**src/rtl/mult_div_unit.sv**
```systemverilog
// Iterative MULT/MULTU/DIV/DIVU unit with HI/LO result registers.
// Uses one shift-add or restoring-divide step per cycle, then a final sign-fix cycle.
module mult_div_unit #(
  parameter int SIZE  = 32,
  parameter int CNT_W = $clog2(SIZE) + 1
) (
  input  logic            i_clk,
  input  logic            i_rst,
  input  logic            i_stall,
  input  logic            i_start,
  input  logic [1:0]      i_op,
  input  logic [SIZE-1:0] i_a,
  input  logic [SIZE-1:0] i_b,
  input  logic            i_hi_we,
  input  logic            i_lo_we,
  input  logic [SIZE-1:0] i_wdata,
  output logic [SIZE-1:0] o_hi,
  output logic [SIZE-1:0] o_lo,
  output logic            o_busy,
  output logic            o_done,
  output logic            o_div_by_zero
);

  localparam int PW = 2 * SIZE;

  typedef enum logic [1:0] {IDLE, RUN, FIX} state_t;

  state_t            r_state;
  logic [1:0]        r_op;
  logic              r_sign_a;
  logic              r_sign_b;
  logic              r_bzero;
  logic [CNT_W-1:0]  r_cnt;
  logic [SIZE-1:0]   r_hi_p;
  logic [SIZE-1:0]   r_lo_p;
  logic [SIZE-1:0]   r_opb;

  function automatic logic [SIZE-1:0] neg_if(input logic [SIZE-1:0] v, input logic neg);
    logic signed [SIZE-1:0] s;
    s = v;
    return neg ? -s : s;
  endfunction

  function automatic logic [PW-1:0] neg_if_wide(input logic [PW-1:0] v, input logic neg);
    logic signed [PW-1:0] s;
    s = v;
    return neg ? -s : s;
  endfunction

  logic            w_signed_in;
  logic [SIZE-1:0] w_mag_a;
  logic [SIZE-1:0] w_mag_b;
  logic [SIZE:0]   w_madd;
  logic [SIZE:0]   w_shift;
  logic [SIZE-1:0] w_diff;
  logic            w_ge;
  logic            w_neg_res;
  logic            w_neg_rem;
  logic [PW-1:0]   w_prod;
  logic [SIZE-1:0] w_quo;
  logic [SIZE-1:0] w_rem;

  assign w_signed_in = ~i_op[0];
  assign w_mag_a     = neg_if(i_a, w_signed_in & i_a[SIZE-1]);
  assign w_mag_b     = neg_if(i_b, w_signed_in & i_b[SIZE-1]);

  // Multiply: r_hi_p accumulates, r_lo_p holds the multiplier and fills with product bits.
  assign w_madd  = {1'b0, r_hi_p} + ({1'b0, r_opb} & {(SIZE+1){r_lo_p[0]}});

  // Divide: r_hi_p is the partial remainder, r_lo_p shifts dividend out and quotient in.
  // The low SIZE bits of the difference are exact whenever the subtraction is kept.
  assign w_shift = {r_hi_p, r_lo_p[SIZE-1]};
  assign w_ge    = (w_shift >= {1'b0, r_opb});
  assign w_diff  = w_shift[SIZE-1:0] - r_opb;

  assign w_neg_res = ~r_op[0] & (r_sign_a ^ r_sign_b);
  assign w_neg_rem = ~r_op[0] & r_sign_a;
  assign w_prod    = neg_if_wide({r_hi_p, r_lo_p}, w_neg_res);
  assign w_quo     = neg_if(r_lo_p, w_neg_res);
  assign w_rem     = neg_if(r_hi_p, w_neg_rem);

  assign o_busy = (r_state != IDLE);

  always_ff @(posedge i_clk or posedge i_rst) begin
    if (i_rst) begin
      r_state       <= IDLE;
      r_op          <= '0;
      r_sign_a      <= 1'b0;
      r_sign_b      <= 1'b0;
      r_bzero       <= 1'b0;
      r_cnt         <= '0;
      r_hi_p        <= '0;
      r_lo_p        <= '0;
      r_opb         <= '0;
      o_hi          <= '0;
      o_lo          <= '0;
      o_done        <= 1'b0;
      o_div_by_zero <= 1'b0;
    end else if (!i_stall) begin
      case (r_state)
        IDLE: begin
          o_done <= 1'b0;
          if (i_start) begin
            r_op          <= i_op;
            r_sign_a      <= i_a[SIZE-1];
            r_sign_b      <= i_b[SIZE-1];
            r_bzero       <= (i_b == '0);
            r_opb         <= i_op[1] ? w_mag_b : w_mag_a;
            r_lo_p        <= i_op[1] ? w_mag_a : w_mag_b;
            r_hi_p        <= '0;
            r_cnt         <= CNT_W'(SIZE);
            o_div_by_zero <= 1'b0;
            r_state       <= RUN;
          end else begin
            if (i_hi_we) o_hi <= i_wdata;
            if (i_lo_we) o_lo <= i_wdata;
          end
        end
        RUN: begin
          if (r_op[1]) begin
            r_hi_p <= w_ge ? w_diff : w_shift[SIZE-1:0];
            r_lo_p <= {r_lo_p[SIZE-2:0], w_ge};
          end else begin
            r_hi_p <= w_madd[SIZE:1];
            r_lo_p <= {w_madd[0], r_lo_p[SIZE-1:1]};
          end
          r_cnt <= r_cnt - CNT_W'(1);
          if (r_cnt == CNT_W'(1)) r_state <= FIX;
        end
        FIX: begin
          if (r_op[1]) begin
            o_lo          <= r_bzero ? '1 : w_quo;
            o_hi          <= w_rem;
            o_div_by_zero <= r_bzero;
          end else begin
            o_hi <= w_prod[PW-1:SIZE];
            o_lo <= w_prod[SIZE-1:0];
          end
          o_done  <= 1'b1;
          r_state <= IDLE;
        end
        default: r_state <= IDLE;
      endcase
    end
  end

endmodule
```
**config.mk**
```make
export PLATFORM = sky130hd
export DESIGN_NAME = mult_div_unit
export DESIGN_NICKNAME = d
export VERILOG_FILES = /design/src/rtl/mult_div_unit.sv
export SDC_FILE = /design/constraint.sdc
export NUM_CORES = 1
export LEC_CHECK = 0
export ABC_AREA = 1
export ABC_CLOCK_PERIOD_IN_PS = 8100
export BUFFER_PORTS_ARGS = -buffer_cell sky130_fd_sc_hd__buf_2
export CAP_MARGIN = 20
export CORE_UTILIZATION = 40
export CTS_CLUSTER_DIAMETER = 80
export CTS_CLUSTER_SIZE = 24
export DETAILED_ROUTE_END_ITERATION = 7
export SLEW_MARGIN = 20
export SYNTH_ARGS = -nofsm -noshare
export SYNTH_HDL_FRONTEND = slang
export SYNTH_SLANG_ARGS = --single-unit
```
**constraint.sdc**
```tcl
create_clock -name i_clk -period 8.1 [get_ports i_clk]
set_clock_uncertainty 0.15 [all_clocks]
set_input_delay 1.215 -clock i_clk [delete_from_list [all_inputs] [get_ports i_clk]]
set_output_delay 1.215 -clock i_clk [all_outputs]
set_load 0.02 [all_outputs]
```
==> out/metrics.csv <==
metric;value;unit
worst_pin_slew;1.04;ns
dr.pass1.iters;6;
path_delay_family;flip-flops;
drt_iter0_drc;2339;
seq_area_frac_synth;0.236;
grt_start_max_net_pins;81;
clockBufferDepth;2;
rows;78;
antenna_found_initial;0;
grt_pass1_vias;19900;
crit_path_end_kind;register;
utilization;0.449;
min_from;o_lo[15];
synth.most_common_cell;nand2_1;
initial_core_util;0.407;
hold_path_depth;2;
synth_cells;3173;
numCtsBuffers;17;
r2r_slack;4.23;ns
cts_tree;built;
critPathSlowestCell;dfrtp_1;
r2r_end;r_hi_p[29];
grt.overflow.total;0;
maxSlewViolCount;0;
setup_violations;0;
power_per_cell_area;432;nW/um^2
critPathRequiredTime;8.33;ns
cts.sink_count;175;
reg2reg_from;r_lo_p[0];
setup_slack;4.23;ns
h-tree-depth;4;
rsz0062_at_grt;no;
cp_slowest_stage_delay;0.93;ns
wire_per_inst;20.9;um
clk_latency;0.50;ns
die_h;217;um
portBuffers;170;
antenna_cells;0;
worstPathMaxFanout;20;
nets;3452;
synth-edff-count;0;
avgSynthCellArea;5.84;um^2
root_buffer;clkbuf_16;
min_to;o_lo[15];
synthTopCellsByCount;nand2_1, inv_1, nor2_1;
routed_via_density;5.62;
postRouteAntennaNets;0;
gp_congestion;1.03;
cts_resized;0;
fin_tns_setup;0;ns
worst-path-buf-inv;4;
yosys.area.top_type;dfrtp_1;
synthesis.area;18500;um^2
critPathKind;reg -> reg;
grt_pass1_wl;122000;um
status;finished clean;
crit_path_start_kind;register;
pre_cts_slack;4.00;ns
power.total;8.80;mW
area_growth_syn_to_layout;10.2;%
wirelength;81400;um
pin_count;171;
netlist.area_leader.share;0.236;
ys_async_sr_fraction;1.00;
post-dp-hpwl;65300;um
hold_violations;0;
cts.hold.buffers_added;0;
drive_above_1_share;0.0921;
ir_drop;0.210;mV
slew_headroom;0.308;
clk_pin_slew;0.08;ns
hold_class;reg -> reg;
rr_worst_depth;16;
fmax;0.259;GHz
cap_violations;0;
cts_setup_buffers;0;
leakage;10.4;nW
dieArea;47200;um^2
fin_crit;3.87;ns
yosysWarnings;0;
grt_use_total;0.343;
cp_cell_sequence;buf_4 -> nand2_1 -> inv_1 -> ha_1 -> inv_1 -> fa_1 -> inv_1 -> nand3_1 -> nand2_1 -> a21boi_0 -> o21ai_0 -> nand2_1 -> nand3_1 -> nand3_1 -> nand3_1 -> nand2_1;
synth_area_leaders;dfrtp_1, nand2_1, inv_1;
via_count;21800;
syn-num-nets;3349;
core-area;45500;um^2
synth_cell_type_count;53;
drc_errors;0;
cp.arrival;4.10;ns
post-route-period-util;0.477;
die_x;217;um
synth_flop_cell;dfrtp_1;
ys_ff_latch;175;
[logic make-up after synthesis]
| family | synth area share |
|---|---|
| simple gates | 0.402 |
| fa+ha+maj | 0.0495 |
| xor+xnor | 0.0255 |
| flops | 0.236 |
| compound gates | 0.170 |
| buf+inv | 0.117 |
[per-layer routing]
metal,part of all wire,routed length (um),vias up,track usage
met2,0.43,35300,976,0.525
met5,0,0,-,0
met1,0.44,36000,10200,0.475
met4,0.041,3370,0,0.140
met3,0.083,6780,146,0.0584
li1,-,-,10500,-
[worst max-delay path by stage]
stage / startpoint / endpoint / slack (ns) / cells after the start
after floorplan: i_rst / o_div_by_zero / 1.99 / 1
after global placement: i_start / r_cnt[5] / 4.01 / 15
after detailed placement: i_start / r_cnt[5] / 4.00 / 15
after CTS: r_lo_p[0] / r_hi_p[29] / 4.27 / 16
after global routing: r_lo_p[0] / r_hi_p[29] / 4.00 / 16
final: r_lo_p[0] / r_hi_p[29] / 4.23 / 16
[power by group]
part	switching (mW)	internal, mW
clock network	0.427	0.408
registers	0.649	1.27
logic	4.20	1.85
total	5.27	3.53
[cell usage in the layout, fill, tap and decap left out, types with 7 or more instances in the layout]
cell type	synthesis	routed
buf_2	28	170
ha_1	70	70
a22oi_1	10	10
nor3_1	30	30
inv_1	430	428
clkbuf_16	0	17
inv_2	15	16
a2bb2oi_1	20	20
xnor2_1	8	8
o21bai_1	13	13
nor2_2	16	17
nand3_2	8	8
or2_2	8	8
nand3_1	313	313
xor2_1	46	46
o221ai_1	10	10
dfrtp_1	175	174
buf_4	1	22
o211ai_1	37	37
o21ai_1	18	18
nand3b_1	11	11
nor2_4	8	9
nand2_2	7	7
nand2_1	906	906
a21oi_1	217	217
nand4_1	51	51
o21ai_0	184	184
nor2_1	394	392
a31oi_1	16	16
[layout make-up]
class                      instances  area [um^2]
clock inverter                    15          143
clock buffer                      17          425
tap                              600          751
inverter                         448         1690
multi-input combinational       2442        12000
sequential                       175         4380
timing repair buffer             192         1020
fill                            5017        25100
[sequential cells by signal, summed over array words and instances (netlist names), 2 cells and up]
| signal | count |
|---|---|
| o_lo | 32 |
| r_op | 2 |
| r_cnt | 6 |
| o_hi | 32 |
| r_hi_p | 32 |
| r_state | 2 |
| r_lo_p | 32 |
| r_opb | 32 |
[tightest hold or removal path, stage by stage (launching register included)]
cell and delay (ns):
dfrtp_1 0.35, nand2_1 0.05, o21ai_0 0.06
[per-stage QoR]
| step | std cells | instance area [um^2] | hold WS, ns |
|---|---|---|---|
| floorplan | 3173 | 18500 | 0.303 |
| CTS | 3889 | 20400 | 0.345 |
| global route | 3889 | 20400 | 0.383 |
| global placement | 3857 | 19800 | 0.313 |
| finish | 3889 | 20400 | 0.338 |
| detailed placement | 3857 | 19800 | 0.326 |
(Power assumes the default switching activity.)
